### src/rtl/divider_reconstruct_pipe_if.sv
// Streaming operand/result bundle for divider_reconstruct_pipe.
// out_err is only present when DIVRECON_CHECK_EN is defined.
interface divider_reconstruct_pipe_if #(
   parameter int unsigned DIVIDENDLEN = 16,
   parameter int unsigned DIVISORLEN  = 8
);
   localparam int unsigned PRODLEN = DIVIDENDLEN + DIVISORLEN;

   logic                   in_valid;
   logic                   in_ready;
   logic [DIVIDENDLEN-1:0] qin;
   logic [DIVISORLEN-1:0]  divin;
   logic [DIVISORLEN-1:0]  remin;
   logic                   out_valid;
   logic                   out_ready;
   logic [PRODLEN-1:0]     dout;
`ifdef DIVRECON_CHECK_EN
   logic                   out_err;
`endif

   modport master (
`ifdef DIVRECON_CHECK_EN
      input  out_err,
`endif
      output in_valid, qin, divin, remin, out_ready,
      input  in_ready, out_valid, dout
   );

   modport slave (
`ifdef DIVRECON_CHECK_EN
      output out_err,
`endif
      input  in_valid, qin, divin, remin, out_ready,
      output in_ready, out_valid, dout
   );
endinterface

### src/rtl/divider_reconstruct_pipe.sv
// Pipelined dividend rebuild: dout = quotient*divisor + remainder, one shift-add stage per quotient bit, MSB first.
// Optional consistency flag out_err under macro DIVRECON_CHECK_EN.
module divider_reconstruct_pipe #(
   parameter int unsigned DIVIDENDLEN = 16,
   parameter int unsigned DIVISORLEN  = 8
) (
   input  logic                     clk,
   input  logic                     reset,
   divider_reconstruct_pipe_if.slave bus
);
   localparam int unsigned PRODLEN = DIVIDENDLEN + DIVISORLEN;
   localparam int unsigned NS      = DIVIDENDLEN;

   // Register j holds the partial sum after quotient bit NS-1-j; the last stage needs no operands.
   logic                   valid [NS];
   logic [PRODLEN-1:0]     acc   [NS];
   logic [DIVISORLEN-1:0]  dv    [NS-1];
   logic [DIVIDENDLEN-1:0] qrem  [NS-1];
   logic                   stall;

   function automatic logic [PRODLEN-1:0] term(input logic qbit,
                                               input logic [DIVISORLEN-1:0] d,
                                               input int unsigned k);
      return qbit ? (PRODLEN'(d) << k) : '0;
   endfunction

   assign stall         = valid[NS-1] && !bus.out_ready;
   assign bus.in_ready  = !stall;
   assign bus.out_valid = valid[NS-1];
   assign bus.dout      = acc[NS-1];

   always_ff @(posedge clk) begin
      if (reset) begin
         for (int unsigned j = 0; j < NS; j++) begin
            valid[j] <= 1'b0;
            acc[j]   <= '0;
         end
         for (int unsigned j = 0; j < NS - 1; j++) begin
            dv[j]   <= '0;
            qrem[j] <= '0;
         end
      end else if (!stall) begin
         valid[0] <= bus.in_valid;
         acc[0]   <= PRODLEN'(bus.remin) + term(bus.qin[NS-1], bus.divin, NS - 1);
         dv[0]    <= bus.divin;
         qrem[0]  <= bus.qin << 1;
         for (int unsigned j = 1; j < NS; j++) begin
            valid[j] <= valid[j-1];
            acc[j]   <= acc[j-1] + term(qrem[j-1][NS-1], dv[j-1], NS - 1 - j);
         end
         // Quotient is consumed from the top, so each stage shifts the used bit out.
         for (int unsigned j = 1; j < NS - 1; j++) begin
            dv[j]   <= dv[j-1];
            qrem[j] <= qrem[j-1] << 1;
         end
      end
   end

`ifdef DIVRECON_CHECK_EN
   logic err [NS];

   always_ff @(posedge clk) begin
      if (reset) begin
         for (int unsigned j = 0; j < NS; j++) err[j] <= 1'b0;
      end else if (!stall) begin
         err[0] <= (bus.remin >= bus.divin);
         for (int unsigned j = 1; j < NS; j++) err[j] <= err[j-1];
      end
   end

   // Overflow half of the check needs the finished sum, so it is evaluated at the output.
   assign bus.out_err = valid[NS-1] && (err[NS-1] || (|acc[NS-1][PRODLEN-1:DIVIDENDLEN]));
`endif
endmodule
### src/flat_wrapper.sv
// flat-port wrapper written by rule: the top's interface ports become plain ports
module divider_reconstruct_pipe_flat 
#(
   parameter int unsigned DIVIDENDLEN = 16,
   parameter int unsigned DIVISORLEN  = 8
)
  (clk, reset, bus_in_valid, bus_qin, bus_divin, bus_remin, bus_out_ready, bus_in_ready, bus_out_valid, bus_dout);
  divider_reconstruct_pipe_if #(.DIVIDENDLEN(DIVIDENDLEN), .DIVISORLEN(DIVISORLEN)) bus_i ();
  input  logic clk;
  input  logic reset;
  input wire logic [$bits(bus_i.in_valid)-1:0] bus_in_valid;
  input wire logic [$bits(bus_i.qin)-1:0] bus_qin;
  input wire logic [$bits(bus_i.divin)-1:0] bus_divin;
  input wire logic [$bits(bus_i.remin)-1:0] bus_remin;
  input wire logic [$bits(bus_i.out_ready)-1:0] bus_out_ready;
  output wire logic [$bits(bus_i.in_ready)-1:0] bus_in_ready;
  output wire logic [$bits(bus_i.out_valid)-1:0] bus_out_valid;
  output wire logic [$bits(bus_i.dout)-1:0] bus_dout;
  assign bus_i.in_valid = bus_in_valid;
  assign bus_i.qin = bus_qin;
  assign bus_i.divin = bus_divin;
  assign bus_i.remin = bus_remin;
  assign bus_i.out_ready = bus_out_ready;
  assign bus_in_ready = bus_i.in_ready;
  assign bus_out_valid = bus_i.out_valid;
  assign bus_dout = bus_i.dout;
  divider_reconstruct_pipe #(.DIVIDENDLEN(DIVIDENDLEN), .DIVISORLEN(DIVISORLEN)) u_core (.clk(clk), .reset(reset), .bus(bus_i));
endmodule
### config.mk
export PLATFORM = sky130hd
export DESIGN_NAME = divider_reconstruct_pipe_flat
export DESIGN_NICKNAME = d
export VERILOG_FILES = /design/src/rtl/divider_reconstruct_pipe_if.sv /design/src/rtl/divider_reconstruct_pipe.sv /design/src/flat_wrapper.sv
export SDC_FILE = /design/constraint.sdc
export NUM_CORES = 1
export LEC_CHECK = 0
export CAP_MARGIN = 20
export CORE_AREA = 2 2 177 352
export DETAILED_ROUTE_END_ITERATION = 10
export DIE_AREA = 0 0 179 354
export DONT_BUFFER_PORTS = 1
export GPL_TIMING_DRIVEN = 0
export PLACE_DENSITY = 0.65
export SYNTH_ARGS = -nofsm -noshare
export SYNTH_HDL_FRONTEND = slang
export SYNTH_SLANG_ARGS = --single-unit
export TNS_END_PERCENT = 20
### constraint.sdc
create_clock -name clk -period 18.81 [get_ports clk]
set_input_delay 3.762 -clock clk [delete_from_list [all_inputs] [get_ports clk]]
set_output_delay 3.762 -clock clk [all_outputs]
set_load 0.005 [all_outputs]
==> results.json <==
{
  "regToRegSetupSlack_ps": 15530,
  "worst-path-stages": 1,
  "seq_area_frac_synth": 0.610,
  "worst-path-max-fanout": 4,
  "avgSynthCellArea_um2": 12.5,
  "synth_top_area_frac": 0.610,
  "cts_resized": 0,
  "drv_cap": 0,
  "synth.most_common_cell": "edfxtp_1",
  "cts_hold_buf": 0,
  "worst_skew_pair.late_latency_ps": 620,
  "yosysUniqueCellTypes": 76,
  "synth_area_leaders": "edfxtp_1 61%, and2_1 8.2%, ha_1 4.7%, nor2b_1 2.4%, nor2_1 2.0%",
  "drtIter0Drc": 1007,
  "grt_pass1_vias": 20100,
  "use_met3": 0.0245,
  "ys_async_sr_fraction": 0,
  "top_usage_layer": "met2",
  "crit_chain": "nand2b_1",
  "ys.flop_type": "edfxtp_1",
  "rsz0062_at_grt": "false",
  "io_pins": 62,
  "place.gp.congestion": 0.866,
  "grt_antenna_before_repair": 0,
  "die_w_um": 179,
  "area_delta_synth_final_pct": 9.76,
  "fin_crit_ps": 7950,
  "hpwl_um": 46400,
  "max_freq_mhz": 126,
  "syn-num-nets": 2568,
  "critical_path_class": "input port to output pin",
  "synth_common_cells": "611 x edfxtp_1, 395 x and2_1, 163 x nor2_1, 117 x nor2b_1, 113 x ha_1",
  "ys_seq_elements": 611,
  "yosys_warnings": 0,
  "postCtsSetupBuffers": 0,
  "clock_sinks": 611,
  "drive_gt1_frac": 0.0506,
  "cp.arrival_ps": 4190,
  "routedWlPerCell_um": 19.3,
  "vdd_drop_max_mv": 0.0799,
  "crit-reg2reg-capture": "u_core.acc[9][11]",
  "cts_max_level": 2,
  "num_rows": 128,
  "vias_per_cell": 5.71,
  "fin_nets": 2634,
  "wl_um": 63600,
  "cp.buffers_inverters": 0,
  "synth_area_mm2": 0.0301,
  "cts_tree": "done",
  "finalCritPeriodShare": 0.423,
  "finalClockSkew_ps": 13.6,
  "ff2ff_path_depth": 6,
  "cp.required_ps": 15050,
  "min_path_type": "flop to flop",
  "cp-startpoint": "bus_out_ready",
  "rr_startpoint": "u_core.valid[7][1]",
  "drc": 0,
  "p_leak_nw": 13.4,
  "antenna_cells_inserted": 0,
  "relSlewSlack": 0.273,
  "dieArea_mm2": 0.0634,
  "first_pass_iters": 6,
  "fin_setup_tns_ps": 0,
  "synthCells": 2404,
  "critPathCapture": "bus_in_ready",
  "io_buffers": 0,
  "synth_top_area_cell": "edfxtp_1",
  "worst_pin_slew_ps": 1090,
  "grt_max_degree": 75,
  "grt_overflow_total": 0,
  "fillCellCount": 4952,
  "ant_nets": 0,
  "cts.path.max_buffers": 3,
  "cpPeakStageDelay_ps": 420,
  "cpMaxStageDelayCell": "nand2b_1",
  "start_util": 0.495,
  "met2_usage": 0.439,
  "critPathTopFamily": "simple AND/OR/NAND/NOR gates",
  "use_met1": 0.159,
  "power.density_mw_per_mm2": 79.9,
  "vias": 18800,
  "root_buffer": "clkbuf_16",
  "fp.dieH_um": 354,
  "grt_pass1_wl_um": 98200,
  "maxSlewViolCount": 0,
  "synth_edf_count": 611,
  "cts_buffers": 54,
  "track_usage": 0.201,
  "start_kind": "input port",
  "finalSetupViolations": 0,
  "core-area_mm2": 0.0607,
  "endpoint_kind": "output pin",
  "finalHoldViolations": 0,
  "p_total_mw": 2.64,
  "whs_path_depth": 1,
  "outcome": "complete, no violations",
  "path_clk_slew_ps": 70
}
flip-flops by register name (all words and copies together), names as in the netlist:
register and cells:
u_core.dv 120, u_core.valid 16, u_core.qrem 120, u_core.acc 355
metal layers:
metal | up-vias | share of wire
li1 | 8969 | -
met1 | 9262 | 0.30
met2 | 400 | 0.62
met3 | 167 | 0.029
met4 | 0 | 0.048
met5 | - | 0
worst register-to-register path, stage by stage, from the launching register on:
cell	delay (ps)
edfxtp_1	380
nand2b_1	320
nand2b_1	400
clkbuf_1	520
clkbuf_1	620
buf_1	650
nor2_1	120
cell usage in the layout (no fill, tap or decap), types with 10 or more instances in the layout:
cell type	count
nor2_1	163
mux2_2	10
nor4_1	15
clkinv_1	17
and3_1	31
clkbuf_1	77
or3_1	39
xnor2_1	38
or4_1	31
o21a_1	19
a211oi_1	30
o21ai_0	74
nand2b_1	14
edfxtp_1	611
xor2_1	58
clkbuf_16	54
ha_1	113
a21o_1	28
a21oi_1	110
nor3_1	42
o31ai_1	34
inv_1	47
o21bai_1	15
o211ai_1	15
nor2b_1	117
nand2_1	77
fa_1	15
buf_1	11
nand4_1	13
nand3_1	41
and2_1	395
worst min path at each step:
stage                                   from                 end  slack [ps]
after floorplan             u_core.acc[0][0]    u_core.acc[1][0]         500
after global placement     u_core.qrem[0][9]  u_core.qrem[0][25]         500
after detailed placement    u_core.acc[4][3]    u_core.acc[5][3]         500
after CTS                   u_core.acc[8][5]    u_core.acc[9][5]         510
after global routing      u_core.valid[4][0]  u_core.valid[4][1]         530
final                       u_core.acc[8][5]    u_core.acc[9][5]         510
cell type report:
cell class / count / area (um^2) / area share
repair buffers: 10 / 268 / 0.00812
flip-flops and latches: 611 / 18300 / 0.556
plain buffers: 83 / 320 / 0.00971
clock buffers: 64 / 1390 / 0.0421
inverters: 47 / 176 / 0.00535
clock inverters: 34 / 299 / 0.00906
well taps: 780 / 976 / 0.0296
multi-input cells: 1663 / 11200 / 0.340
report_power, final:
part           switching (mW)  internal [mW]  total [mW]
clock                   0.503          0.584        1.09
combinational          0.0392         0.0138      0.0530
sequential            0.00545           1.49        1.50
logic make-up after synthesis:
kind of cell,share of synthesized area
AND/OR/NAND/NOR,0.195
adder cells (fa/ha/maj),0.0570
flip-flops,0.610
buffers and inverters,0.0165
XOR/XNOR,0.0280
AO/OA/AOI/OAI,0.0869
multiplexers,0.00645
through the flow:
stage	setup WS, ps	hold slack, ps	std cells	util	cell area (um^2)
4_1_cts	10830	514	3292	0.544	33000
2_1_floorplan	6470	497	2404	-	30100
3_5_place_dp	10830	502	3194	0.516	31300
6_report	10860	513	3292	0.544	33000
3_3_place_gp	2530	498	3184	0.511	31000
5_1_grt	10820	528	3292	0.544	33000
Note: power is estimated with default switching activity, not from simulation.
